$ cat config.mk
export PLATFORM = sky130hd
export DESIGN_NAME = encoder_ssi_transmitter_flat
export DESIGN_NICKNAME = d
export VERILOG_FILES = /design/src/rtl/encoder_ssi_transmitter_if.sv /design/src/rtl/encoder_ssi_transmitter.sv /design/src/flat_wrapper.sv
export SDC_FILE = /design/constraint.sdc
export NUM_CORES = 1
export LEC_CHECK = 0
export BUFFER_PORTS_ARGS = -buffer_cell sky130_fd_sc_hd__clkbuf_2
export CORE_MARGIN = 2
export CORE_UTILIZATION = 43
export CTS_CLUSTER_DIAMETER = 30
export DETAILED_ROUTE_END_ITERATION = 7
export GPL_TIMING_DRIVEN = 0
export PLACE_DENSITY = 0.72
export SLEW_MARGIN = 0
export SYNTH_ARGS = -nofsm -noshare
export SYNTH_HDL_FRONTEND = slang
export SYNTH_SLANG_ARGS = --single-unit
$ cat constraint.sdc
create_clock -name sck -period 2.4 [get_ports sck]
set_input_delay 0.24 -clock sck [delete_from_list [all_inputs] [get_ports sck]]
set_output_delay 0.24 -clock sck [all_outputs]
set_load 0.02 [all_outputs]
$ cat src/rtl/encoder_ssi_transmitter_if.sv
// Position/status handshake and serial link signals
// for the encoder emulator.
interface encoder_ssi_transmitter_if #(
  parameter int POS_W = 19
);
  logic [POS_W-1:0] pos_in;
  logic             err_in;
  logic             warn_in;
  logic             pos_valid;
  logic             pos_ready;
  logic             miso;
  logic             busy;
  logic             frame_done;

  modport master (
    output pos_in,
    output err_in,
    output warn_in,
    output pos_valid,
    input  pos_ready,
    input  miso,
    input  busy,
    input  frame_done
  );

  modport slave (
    input  pos_in,
    input  err_in,
    input  warn_in,
    input  pos_valid,
    output pos_ready,
    output miso,
    output busy,
    output frame_done
  );
endinterface

$ cat src/rtl/encoder_ssi_transmitter.sv
// Encoder-side serial transmitter: start bit, framed
// position/status word MSB first, idle-high gap.
module encoder_ssi_transmitter #(
  parameter int FRAME_W    = 24,
  parameter int POS_W      = 19,
  parameter int POS_LSB    = 3,
  parameter int GAP_CYCLES = 4,
  parameter bit CONTINUOUS = 1'b0
) (
  input  logic                      sck,
  input  logic                      rst,
  encoder_ssi_transmitter_if.slave  link
);

  localparam int BW = $clog2(FRAME_W);
  localparam int GW = $clog2(GAP_CYCLES + 1);

  typedef enum logic [1:0] {
    IDLE,
    START,
    SHIFT,
    GAP
  } state_t;

  state_t             state;
  logic [FRAME_W-1:0] word_q;
  logic [FRAME_W-1:0] word_d;
  logic [BW-1:0]      bit_cnt;
  logic               last_q;
  logic [GW-1:0]      gap_cnt;
  logic               miso_q;
  logic               done_q;
  logic               idle;
  logic               accept;
  logic               start;

  always_comb begin
    word_d = '0;
    word_d[POS_LSB +: POS_W] = link.pos_in;
    word_d[2] = link.err_in;
    word_d[1] = link.warn_in;
    word_d[0] = ^word_d[FRAME_W-1:1];
  end

  assign idle   = (state == IDLE);
  assign accept = idle && link.pos_valid;
  // a fresh word always wins over retransmit
  assign start  = accept || (idle && CONTINUOUS);

  assign link.pos_ready  = idle;
  assign link.busy       = !idle;
  assign link.miso       = miso_q;
  assign link.frame_done = done_q;

  always_ff @(posedge sck or posedge rst) begin
    if (rst) begin
      state   <= IDLE;
      word_q  <= '0;
      bit_cnt <= '0;
      last_q  <= 1'b0;
      gap_cnt <= '0;
      miso_q  <= 1'b1;
      done_q  <= 1'b0;
    end else begin
      done_q <= 1'b0;
      unique case (state)
        IDLE: begin
          if (start) begin
            if (accept)
              word_q <= word_d;
            miso_q <= 1'b0;
            state  <= START;
          end else begin
            miso_q <= 1'b1;
          end
        end
        START: begin
          miso_q  <= word_q[FRAME_W-1];
          bit_cnt <= BW'(FRAME_W - 2);
          last_q  <= 1'b0;
          state   <= SHIFT;
        end
        SHIFT: begin
          if (last_q) begin
            miso_q  <= 1'b1;
            done_q  <= 1'b1;
            last_q  <= 1'b0;
            gap_cnt <= GW'(GAP_CYCLES - 1);
            // the high cycle of this edge already counts as gap
            state   <= (GAP_CYCLES > 1) ? GAP : IDLE;
          end else begin
            miso_q  <= word_q[bit_cnt];
            last_q  <= (bit_cnt == '0);
            bit_cnt <= bit_cnt - 1'b1;
          end
        end
        GAP: begin
          miso_q <= 1'b1;
          if (gap_cnt <= GW'(1)) begin
            gap_cnt <= '0;
            state   <= IDLE;
          end else begin
            gap_cnt <= gap_cnt - 1'b1;
          end
        end
        default: state <= IDLE;
      endcase
    end
  end

endmodule
$ cat src/flat_wrapper.sv
// flat-port wrapper written by rule: the top's interface ports become plain ports
module encoder_ssi_transmitter_flat 
#(
  parameter int FRAME_W    = 24,
  parameter int POS_W      = 19,
  parameter int POS_LSB    = 3,
  parameter int GAP_CYCLES = 4,
  parameter bit CONTINUOUS = 1'b0
)
  (sck, rst, link_pos_in, link_err_in, link_warn_in, link_pos_valid, link_pos_ready, link_miso, link_busy, link_frame_done);
  encoder_ssi_transmitter_if #(.POS_W(POS_W)) link_i ();
  input  logic sck;
  input  logic rst;
  input wire logic [$bits(link_i.pos_in)-1:0] link_pos_in;
  input wire logic [$bits(link_i.err_in)-1:0] link_err_in;
  input wire logic [$bits(link_i.warn_in)-1:0] link_warn_in;
  input wire logic [$bits(link_i.pos_valid)-1:0] link_pos_valid;
  output wire logic [$bits(link_i.pos_ready)-1:0] link_pos_ready;
  output wire logic [$bits(link_i.miso)-1:0] link_miso;
  output wire logic [$bits(link_i.busy)-1:0] link_busy;
  output wire logic [$bits(link_i.frame_done)-1:0] link_frame_done;
  assign link_i.pos_in = link_pos_in;
  assign link_i.err_in = link_err_in;
  assign link_i.warn_in = link_warn_in;
  assign link_i.pos_valid = link_pos_valid;
  assign link_pos_ready = link_i.pos_ready;
  assign link_miso = link_i.miso;
  assign link_busy = link_i.busy;
  assign link_frame_done = link_i.frame_done;
  encoder_ssi_transmitter #(.FRAME_W(FRAME_W), .POS_W(POS_W), .POS_LSB(POS_LSB), .GAP_CYCLES(GAP_CYCLES), .CONTINUOUS(CONTINUOUS)) u_core (.sck(sck), .rst(rst), .link(link_i));
endmodule
### Yosys cells after proc, flatten, opt, wreduce, memory -nomap -nowiden

Cells that the tools add are included.

* latch bits: 0
* bits in writable memories: 0
* memory bits (read-only): 0
* memories kept: 0
* input port bits: 24
* output and inout bits: 4
* bits in registers: 35

* bitwise operators: 0
* $lt $le $gt $ge: 2
* multipliers: 0
* reduce and logical (&&, ||, !) cells: 11
* shift operators: 0
* muxes and demuxes: 18
* eq/ne operators: 7
* add/subtract/negate cells: 2
* div/mod/pow operators: 0

Operator list (count)
* $reduce_xor 23->1: 1
* $pmux 5 s2: 1
* $pmux 2 s4: 1
* $lt 5x6->1 const B: 1
* $mux 1: 6
* $mux 2: 3
* $mux 3: 2
* $pmux 3 s2: 1
* $reduce_and 2->1: 3
* $bmux 1 s5: 1
* $logic_not 5->1: 1
* $mux 5: 1
* $sub 5x1->5 const B: 1
* $eq 2x2->1 const B: 2
* $ne 2x1->1 const B: 2
* $ne 2x2->1 const B: 2
* $pmux 1 s4: 1
* $reduce_bool 2->1: 2
* $le 3x1->1 const B: 1
* $reduce_and 3->1: 1
* $sub 3x1->3 const B: 1
* $eq 2x1->1 const B: 1
* $logic_not 2->1: 1
* $pmux 1 s2: 1
* 2 further kinds: 2

### Logic depth before layout (Yosys ltp)

* depth in word-level cells: 4
* gate-level depth with buffers: 7
* mapped depth without buffers: 7

### Least setup slack after synthesis

No wires, ideal clock.

* kind: register to register
* from: reg u_core.state[0]
* to: reg u_core.word_q[1]
* required time: 2275 ps
* stages on the path, launching flop included: 6
* period minus slack after synthesis: 1734 ps
* buffers on the path: 1
* slack: 666 ps
* arrival time: 1610 ps
* setup time: 125 ps
* path through: dfrtp_1 > inv_1 > ha_1 > nand2_1 > clkbuf_1 > mux2_2

* longest elaborated chain between the ends: 3

RTL lines
* start: declaration: RTL line encoder_ssi_transmitter.sv:25 `state_t state;`
* start signal: assignment: RTL line encoder_ssi_transmitter.sv:90 `state <= (GAP_CYCLES > 1) ? GAP : IDLE;`
* $logic_not 2->1 *: RTL line encoder_ssi_transmitter.sv:45 `assign idle = (state == IDLE);`
* via link_pos_ready: RTL line flat_wrapper.sv:18 `output wire logic [$bits(link_i.pos_ready)-1:0] link_pos_ready;`
* $logic_and 1x1->1: RTL line encoder_ssi_transmitter.sv:46 `assign accept = idle && link.pos_valid;`
* $reduce_and 2->1 (no source line) *
* end signal: assignment: RTL line encoder_ssi_transmitter.sv:70 `word_q <= word_d;`
* end: declaration: RTL line encoder_ssi_transmitter.sv:26 `logic [FRAME_W-1:0] word_q;`

Mark *: on every way through the listed nets, which the timed path passes. The rest lies on a longest branch.
A chain may end at the register's enable or synchronous reset.

### Worst setup path after layout

* from: reg u_core.state[0]
* to: reg u_core.word_q[1]

* longest elaborated chain between the ends: 3

RTL lines (RTL line)
* $logic_not 2->1 *: encoder_ssi_transmitter.sv:45, encoder_ssi_transmitter.sv:66
* $logic_and 1x1->1: encoder_ssi_transmitter.sv:46
* $reduce_and 2->1 (no source line) *

Every way passes the cells marked *; elsewhere a longest branch is shown, timed or not.

==> results.cfg <==
[outcome]
status = complete, no violations

[critical_path]
crit_chain = inv_1, ha_1, nand2_1, clkbuf_1, mux2_2
critical_path_arrival_ns = 2.09
rr_endpoint = u_core.word_q[1]$_DFFE_PP0P_
crit_path_end_kind = register
reg2reg_depth = 5
cp_top_family = buffers and inverters
start_kind = register
max_stage_delay_ns = 0.47
path_buf_inv = 2
worstReg2RegStart = u_core.state[0]$_DFFE_PP0P_
crit_fanout = 10
cpMaxStageDelayCell = clkbuf_1
critical_path_class = reg -> reg
crit_required_ns = 2.57
r2r_slack_ns = 0.48

[place]
gp_congestion = 0.807
port_buffers = 27
placedInstanceArea_mm2 = 0.00213
placed_cells = 241
dp_hpwl_um = 2490

[worst_hold_path]
holdCritPathClass = in -> async

[yosys]
ys_seq_area_share_pct = 46.1
synth_edf_count = 0
syn_area_mm2 = 0.00190
ys.flop_type = dfrtp_1
synth_top_area_cell = dfrtp_1
async_flop_share_pct = 100
synthTopCellsByArea = dfrtp_1, mux2_2, xnor2_1
synth_fp_nets = 192
ys_ff_latch = 35
yosysTopAreaCellShare_pct = 44.8
synth.distinct_cells = 38
ys_warn_count = 0
syn_avg_cell_area_um2 = 11.8
synthCells = 161

[clock_tree]
clk_latency_ns = 0.29
htreeDepth = 2
cts_setup_buffers = 0
clock_sinks = 35
clkSlewWorstSetupHoldPaths_ns = 0.07
cts_buffer_depth = 2
cts_root_buf = clkbuf_8
ctsHoldBuffers = 0
cts_buffers = 5
tritoncts = built
cts_resized = 0

[global_route]
grt_pass1_wl_um = 6090
grt_pass1_vias = 1319
grt_max_degree = 20
track_usage_pct = 15.9
grt_antenna_before_repair = 0
grt-ovfl-total = 0

[finish]
fillers = 394
syn2layout_area_growth_pct = 16.5
final_cell_mix = dfrtp_1, clkbuf_2, mux2_2
final_common_cell = dfrtp_1
layout.nets = 227
drive_gt1_share_pct = 33.0
finish.instance_area_mm2 = 0.00221
antenna_cells = 0
fin_cells = 249

[drt]
avgViaCountPerCell = 5.06
wl_per_cell_um = 13.4
drc = 0
drt_iter0_markers = 64
drt_first_pass_iters = 4
vias = 1260
wl_um = 3340
ant_nets = 0

[flow_run]
maxCapViolations = 0

[timing]
worst_pin_slew_ns = 0.820
relSlewSlack_pct = 45.3
rsz0062_at_grt = false
fin_skew_ns = 0.00851
timing.final.hold_violations = 0
setup_violations = 0
clock.fmax_mhz = 520
period_needed_ns = 1.92
finalMaxSlewViolations = 0
finalCritPeriodShare_pct = 80.1
setup_tns_ns = 0

[floorplanning]
dieHeight_um = 70.5
initial_core_util_pct = 44.3
core.rowCount = 24
dieArea_mm2 = 0.00497
core_area_mm2 = 0.00429
io_pins = 28
die_w_um = 70.5

[power]
clkPwrFrac_pct = 15.6
p_leak_nw = 0.994
p_int_mw = 1.72
swShare_pct = 36.1
comb_power_share_pct = 45.4
ir_worst_vdd_v = 0.000712
power_density_mw_per_mm2 = 1220
power.switching_mw = 0.973
power.share.sequential_pct = 39.0
[worst max path at each step]
stage | startpoint | end | slack [ns] | depth (start not counted)
finish | u_core.state[0]$_DFFE_PP0P_ | u_core.word_q[1]$_DFFE_PP0P_ | 0.48 | 5
global route | u_core.state[1]$_DFFE_PP0P_ | u_core.word_q[1]$_DFFE_PP0P_ | 0.36 | 5
CTS | u_core.state[0]$_DFFE_PP0P_ | u_core.word_q[1]$_DFFE_PP0P_ | 0.47 | 5
detailed placement | u_core.state[0]$_DFFE_PP0P_ | u_core.word_q[3]$_DFFE_PP0P_ | 0.50 | 5
global placement | u_core.state[0]$_DFFE_PP0P_ | u_core.word_q[4]$_DFFE_PP0P_ | 0.49 | 5
floorplan | u_core.state[0]$_DFFE_PP0P_ | u_core.word_q[1]$_DFFE_PP0P_ | 0.67 | 5
[per-layer routing]
metal,track usage [%],part of all wire [%],routed length [um],up-vias
met3,4.47,3.8,127,6
met2,24.8,49,1640,20
met4,6.84,1.6,55,0
li1,-,-,-,632
met1,20.6,45,1510,602
met5,0,0,0,-
[logic make-up after synthesis]
group	synth area share (%)
buffers and inverters	3.49
flip-flops	46.1
adder cells (fa/ha/maj)	4.61
AO/OA/AOI/OAI	8.69
AND/OR/NAND/NOR	7.18
XOR/XNOR	10.8
multiplexers	19.1
[Yosys cell counts, drive strengths merged (2+ instances only)]
library cell / number
nand2: 12
mux2: 22
nand3: 5
o21ai: 10
xnor2: 16
buf: 3
inv: 11
o22ai: 2
nor2: 4
o211ai: 2
a21oi: 2
xor2: 4
mux2i: 4
mux4: 3
nand2b: 2
dfrtp: 34
nor2b: 2
ha: 7
[power by group through the flow]
stage	sequential (mW)	clock, mW	combinational, mW
after global routing	1.09	0.463	1.40
after CTS	1.05	0.434	1.24
after global placement	1.05	0	1.20
after detailed placement	1.06	0	1.24
final	1.05	0.419	1.22
after floorplan	1.01	0	0.995
[cell type report]
type	count	area (um2)	area share (%)
sequential	35	877	39.6
tap	52	65.1	2.94
buffer	4	25.0	1.13
multi-input combinational	111	957	43.2
clock inverter	2	12.5	0.565
clock buffer	6	72.6	3.28
timing repair buffer	28	163	7.35
inverter	11	41.3	1.87
[through the flow]
stage / hold WS (ns) / total power, mW / util [%] / setup WS (ns)
final: 0.0796 / 2.69 / 51.5 / 0.478
after global routing: 0.145 / 2.95 / 51.5 / 0.357
after CTS: 0.112 / 2.73 / 51.5 / 0.474
after detailed placement: 0.423 / 2.30 / 49.6 / 0.495
after global placement: 0.472 / 2.26 / 48.9 / 0.493
after floorplan: 0.391 / 2.01 / - / 0.666
[state kept, by name (all words and copies together), names as in the netlist]
signal / cells
u_core.last_q: 1
u_core.state: 2
u_core.word_q: 22
u_core.link.miso: 1
u_core.bit_cnt: 5
u_core.gap_cnt: 3
u_core.link.frame_done: 1
(Power assumes the default switching activity.)
